==> config.mk <==
export PLATFORM = sky130hd
export DESIGN_NAME = delay_argmax
export DESIGN_NICKNAME = d
export VERILOG_FILES = /design/src/rtl/delay_argmax.sv
export SDC_FILE = /design/constraint.sdc
export NUM_CORES = 1
export LEC_CHECK = 0
export ABC_CLOCK_PERIOD_IN_PS = 5300
export CORE_MARGIN = 2
export CORE_UTILIZATION = 45
export DETAILED_ROUTE_END_ITERATION = 7
export HOLD_SLACK_MARGIN = 0.06
export PLACE_DENSITY_LB_ADDON = 0.3
export SLEW_MARGIN = 20
export SYNTH_ARGS = -nofsm -noshare
export SYNTH_HDL_FRONTEND = slang
export SYNTH_SLANG_ARGS = --single-unit
==> constraint.sdc <==
create_clock -name CLK_50 -period 5.3 [get_ports CLK_50]
set_input_delay 1.06 -clock CLK_50 [delete_from_list [all_inputs] [get_ports CLK_50]]
set_output_delay 1.06 -clock CLK_50 [all_outputs]
set_load 0.05 [all_outputs]
==> src/rtl/delay_argmax.sv <==
// delay_argmax
//   Accumulates TRIALS reply delays per guess byte while the guess sequencer
//   sweeps GUESS_MIN..GUESS_MAX, then reports the byte with the largest summed
//   delay, the runner-up sum and a confidence flag.
//
// Ports
//   CLK_50, RST_N        clock (rising edge), synchronous active-low reset
//   start, abort         begin a sweep (IDLE/DONE only) / cancel to IDLE
//   sample_valid/ready   sample handshake, ready only while accumulating
//   sample_delay/guess   measured delay and the guess byte it belongs to
//   busy                 accumulating or comparing
//   expected_guess       guess byte currently being accumulated
//   result_valid         high while results are held in DONE
//   result_byte          guess byte with the largest sum
//   result_confident     best_sum - runner_sum >= MARGIN
//   best_sum/runner_sum  largest and second-largest sums
//   seq_error            sticky: a sample arrived with the wrong guess tag
module delay_argmax #(
  parameter int         DELAY_W   = 24,
  parameter int         TRIALS    = 4,
  parameter int         SUM_W     = DELAY_W + $clog2(TRIALS),
  parameter int         MARGIN    = 16,
  parameter logic [7:0] GUESS_MIN = 8'h06,
  parameter logic [7:0] GUESS_MAX = 8'hFF
) (
  input  logic               CLK_50,
  input  logic               RST_N,
  input  logic               start,
  input  logic               abort,
  input  logic               sample_valid,
  output logic               sample_ready,
  input  logic [DELAY_W-1:0] sample_delay,
  input  logic [7:0]         sample_guess,
  output logic               busy,
  output logic [7:0]         expected_guess,
  output logic               result_valid,
  output logic [7:0]         result_byte,
  output logic               result_confident,
  output logic [SUM_W-1:0]   best_sum,
  output logic [SUM_W-1:0]   runner_sum,
  output logic               seq_error
);

  // Trial counter needs at least one bit even when TRIALS == 1.
  localparam int CNT_W = (TRIALS > 1) ? $clog2(TRIALS) : 1;
  localparam logic [CNT_W-1:0] LAST_TRIAL = CNT_W'(TRIALS - 1);

  typedef enum logic [1:0] {IDLE, ACCUM, COMPARE, DONE} state_t;

  state_t             state_q, state_d;
  logic [SUM_W-1:0]   acc_q, acc_d;
  logic [CNT_W-1:0]   trial_cnt_q, trial_cnt_d;
  logic [SUM_W-1:0]   best_q, best_d;
  logic [SUM_W-1:0]   runner_q, runner_d;
  logic [7:0]         byte_q, byte_d;
  logic [7:0]         guess_q, guess_d;
  logic               conf_q, conf_d;
  logic               seq_err_q, seq_err_d;

  logic [SUM_W-1:0]   new_best, new_runner;
  logic [7:0]         new_byte;
  logic               xfer;

  // Ranking update applied in COMPARE. Strict compares keep the earlier
  // (lower) guess on a tie.
  always_comb begin
    new_best   = best_q;
    new_runner = runner_q;
    new_byte   = byte_q;
    if (acc_q > best_q) begin
      new_best   = acc_q;
      new_runner = best_q;
      new_byte   = guess_q;
    end else if (acc_q > runner_q) begin
      new_runner = acc_q;
    end
  end

  assign xfer = sample_valid && (state_q == ACCUM);

  always_comb begin
    state_d     = state_q;
    acc_d       = acc_q;
    trial_cnt_d = trial_cnt_q;
    best_d      = best_q;
    runner_d    = runner_q;
    byte_d      = byte_q;
    guess_d     = guess_q;
    conf_d      = conf_q;
    seq_err_d   = seq_err_q;

    if (abort) begin
      // Results stay in place; only the next start clears them.
      state_d = IDLE;
    end else if (start && (state_q == IDLE || state_q == DONE)) begin
      state_d     = ACCUM;
      acc_d       = '0;
      trial_cnt_d = '0;
      best_d      = '0;
      runner_d    = '0;
      byte_d      = GUESS_MIN;
      guess_d     = GUESS_MIN;
      conf_d      = 1'b0;
      seq_err_d   = 1'b0;
    end else begin
      case (state_q)
        ACCUM: begin
          if (xfer) begin
            if (sample_guess == guess_q) begin
              acc_d       = acc_q + SUM_W'(sample_delay);
              trial_cnt_d = trial_cnt_q + 1'b1;
              if (trial_cnt_q == LAST_TRIAL) state_d = COMPARE;
            end else begin
              seq_err_d = 1'b1;
            end
          end
        end
        COMPARE: begin
          best_d      = new_best;
          runner_d    = new_runner;
          byte_d      = new_byte;
          acc_d       = '0;
          trial_cnt_d = '0;
          if (guess_q == GUESS_MAX) begin
            // Stop at the top byte without incrementing so it cannot wrap.
            state_d = DONE;
            conf_d  = (new_best - new_runner) >= SUM_W'(MARGIN);
          end else begin
            guess_d = guess_q + 8'd1;
            state_d = ACCUM;
          end
        end
        default: ;
      endcase
    end
  end

  always_ff @(posedge CLK_50) begin
    if (!RST_N) begin
      state_q     <= IDLE;
      acc_q       <= '0;
      trial_cnt_q <= '0;
      best_q      <= '0;
      runner_q    <= '0;
      byte_q      <= GUESS_MIN;
      guess_q     <= GUESS_MIN;
      conf_q      <= 1'b0;
      seq_err_q   <= 1'b0;
    end else begin
      state_q     <= state_d;
      acc_q       <= acc_d;
      trial_cnt_q <= trial_cnt_d;
      best_q      <= best_d;
      runner_q    <= runner_d;
      byte_q      <= byte_d;
      guess_q     <= guess_d;
      conf_q      <= conf_d;
      seq_err_q   <= seq_err_d;
    end
  end

  assign sample_ready     = (state_q == ACCUM);
  assign busy             = (state_q == ACCUM) || (state_q == COMPARE);
  assign result_valid     = (state_q == DONE);
  assign expected_guess   = guess_q;
  assign result_byte      = byte_q;
  assign result_confident = conf_q;
  assign best_sum         = best_q;
  assign runner_sum       = runner_q;
  assign seq_error        = seq_err_q;

endmodule
==> metrics.md <==
| Metric | Value |
|---|---|
| Slew @ Worst Pin | 924 ps |
| Die width | roughly 140 um |
| Cell area after technology mapping | 0.00871 mm2 |
| Worst slew margin | 0.383 |
| Top cells by count, synth | ha_1 (107), dfxtp_1 (100), nand2_1 (84), nor2b_1 (79), a21oi_1 (78) |
| Detailed-placement wirelength estimate | 20.4 mm |
| Post-route core utilization | 0.581 |
| Slowest-stage cell, CP | mux2_2 |
| Number of enable-type register cells in the synthesized netlist | 0 |
| Data arrival time of the worst path | 5290 ps |
| Outcome | completed |
| Clock latency on the worst-skew pair | 370 ps |
| Number of fill cells | 1748 |
| Final antenna-violating net count | 0 |
| Syn avg cell area | 8.03 um2 |
| Die outline area | about 0.020 mm2 |
| CTS sink count | 100 |
| Fraction of the cycle the final worst path needs | 0.944 |
| Worst path max stage delay | 410 ps |
| Via count of the first global-routing pass | between 8000 and 9000 |
| Final Max Tran Viols | 0 |
| Endpoint of the worst-slack reg-to-reg timing path | result_confident$_SDFFE_PN0P_ |
| Synth top area share | 0.230 |
| Buffers from clock root to sink, at most | 2 |
| Setup_tns | 0 ps |
| Avg Vias per Cell | about 5.8 |
| Worst Reg-to-Reg Cells | 21 |
| Most frequent cell after synthesis | ha_1 |
| Initial core utilization | 0.463 |
| Global routing usage on met3 | 0.0342 |
| Total core area | 0.0188 mm2 |
| Terminating pin of the worst hold path | trial_cnt_q[1]$_SDFFE_PN0P_ |
| CP delay by family, top | compound AO/OA/AOI/OAI gates |
| N_diodes | 0 |
| Path class of the lowest-slack min-delay path | reg -> reg |
| Library cell occupying the most area in the post-synthesis netlist | dfxtp_1 |
| Clock tree from TritonCTS | yes |
| Initial antenna violation count | 0 |
| Mean routed wirelength per cell | between 15 and 20 um |
| Synth Register Bits | 100 |
| Largest cells by area after synthesis | dfxtp_1 (23%), ha_1 (15%), nor2b_1 (5.7%) |
| Largest net degree at the start of global routing | 52 |
| Ordered cell list for the critical path | inv_1 -> ha_1 -> a2111oi_0 -> o21ai_1 -> o221a_2 -> o21ai_4 -> mux2_2 -> ha_1 -> nor2b_1 -> o21ai_0 -> a21boi_1 -> o21bai_1 -> a21o_1 -> buf_4 -> a21oi_1 -> mux2_2 -> a22o_1 -> o211ai_1 -> nor4_1 -> and4_1 -> a31oi_1 |
| Routed Wire Length | 27.1 mm |
| Minimum clock period | 5000 ps |
| Total of endpoints with negative setup slack in the final report | 0 |
| Die boundary height | between 100 and 150 um |
| Final weighted congestion in routability-driven placement | 0.955 |
| FFs w/ async S/R, synth | 0 |
| Worst hold path startpoint | trial_cnt_q[1]$_SDFFE_PN0P_ |
| Clock transition at the register clock pins on the worst setup and hold paths after CTS | 80 ps |
| Reg2Reg Launch Point | best_sum[9]$_SDFFE_PN0P_ |
| Met2 Use GR | 0.408 |
| Required time worst endpoint | 5590 ps |
| FF-to-FF setup slack | 300 ps |
| Synthesized net count | 1229 |
| Total via count after detailed routing | 8620 |
| CP endpoint kind | flop |
| Peak-usage layer in the global routing report | met2 |
| CTS Root Cell | clkbuf_16 |
| F_max | 0.200 GHz |
| Sequential fraction of the synthesis area | 0.230 |
| Hold path cells | 2 |
| Sum of overflow across all layers after global routing | 0 |
| Final hold viol count | 0 |
| Count of pins on the block boundary | 110 |
| Number of search-and-repair iterations in the first detailed-routing pass | 5 |
| Clock buffer count from CTS | 9 |
| Net count reported at finish | 1372 |
| Largest vdd supply drop | approximately 240 uV |
| Distinct cell type count of the synthesized netlist | 70 |
| Pleak | 4.61 nW |
| Critical path peak fanout | 8 |
| Ratio of total power to cell area | 399 mW/mm2 |
| Area growth from synthesis to layout | 25.6% |
| Final Skew | 9.65 ps |
| GR Layer Usage met1 | 0.368 |
| Count of unresolved DRC violations after routing | 0 |
| Port Buffer Count | about 110 |
| Layout cells sized above 1 | 0.118 |
| Setup CP Type | reg -> reg |
| Yosys warnings | 0 |
| Element type at the critical path start | flop |
| Initial DRC count | 648 |
| Number of instances in the synthesized netlist | between 1000 and 1500 |
| MaxCap Viol Count | 0 |
| Number of buffers and inverters on the critical path | 2 |
| First-pass GRT wire length | 42.5 mm |
| H-tree depth | 3 |
| Rows | 50 |
| Flip-flop cell with the highest count after synthesis | dfxtp_1 |
| GRT Total Usage | 0.262 |
| Critical Path Source | best_sum[9]$_SDFFE_PN0P_ |
-- layout by cell type, fill, tap and decap left out, types with 46 or more instances in the layout --
cell type and instances:
buf_4 66, ha_1 107, dfxtp_1 98, a22oi_1 46
nor2_1 63, nand2_1 84, inv_1 77, a21oi_1 77
o21ai_0 47, clkdlybuf4s50_1 108, nor2b_1 79
-- how the worst max path moves through the flow --
stage / to / cells after the start / slack [ps]
detailed placement: result_confident$_SDFFE_PN0P_ / 19 / 10
floorplan: result_confident$_SDFFE_PN0P_ / 23 / 20
global route: result_confident$_SDFFE_PN0P_ / 22 / -40
finish: result_confident$_SDFFE_PN0P_ / 21 / 300
CTS: result_confident$_SDFFE_PN0P_ / 19 / 50
global placement: result_confident$_SDFFE_PN0P_ / 19 / 120
-- power by group --
| group | switching (mW) | internal (mW) | total, mW |
|---|---|---|---|
| Combinational | 1.59 | 1.23 | 2.82 |
| Clock | 0.337 | 0.388 | 0.726 |
| Sequential | 0.0336 | 0.780 | 0.814 |
| Total | 1.96 | 2.40 | 4.36 |
-- per-stage QoR --
stage	worst slack [ps]	cell area, um2	hold slack, ps	power [mW]	cells
finish	298	10900	495	4.36	1492
global route	-40.5	10900	507	4.63	1492
CTS	53.2	10800	492	4.15	1484
detailed placement	14.4	10500	477	3.41	1468
global placement	125	10500	455	3.41	1468
floorplan	19.9	8710	445	2.65	1084
-- routing by layer --
metal	vias up	part of all wire
met2	260	0.44
met4	0	0.026
met3	42	0.061
li1	4214	-
met1	4104	0.47
met5	-	0
-- logic make-up (layout without fill, tap and decap cells) --
family,count (synthesis),count (layout),synth area share
multiplexers,58,58,0.0704
buffers and inverters,124,272,0.0540
AND/OR/NAND/NOR,338,338,0.202
AO/OA/AOI/OAI,313,313,0.245
flip-flops,100,100,0.230
adder cells (fa/ha/maj),108,108,0.156
XOR/XNOR,43,43,0.0432
-- worst min-delay path: cells and delay by family, from the launching register on --
family	cells	cell delay (ps)
AOI/OAI and AO/OA	1	60
DFF	1	330
and+or+nand+nor	1	60
-- flip-flops by register name, summed over array words and instances, names as in the netlist --
signal,flops
expected_guess,8
seq_error,1
acc_q,26
result_confident,1
runner_sum,26
result_byte,8
trial_cnt_q,2
best_sum,26
state_q,2
-- layout make-up --
| cell class | instances | area [um2] | area share |
|---|---|---|---|
| sequential | 100 | 2000 | 0.183 |
| timing repair buffer | 179 | 1670 | 0.153 |
| multi-input combinational | 860 | 6330 | 0.579 |
| clock inverter | 6 | 75.1 | 0.00686 |
| inverter | 77 | 289 | 0.0264 |
| tap | 260 | 325 | 0.0297 |
| clock buffer | 10 | 239 | 0.0219 |
-- timing repair --
item	CTS	global route
hold buffers	0	0
pin swaps	0	7
gates resized for setup	1	14
gates cloned	0	2
setup endpoints to repair	1	1
buffers inserted	0	6
(Power assumes the default switching activity.)
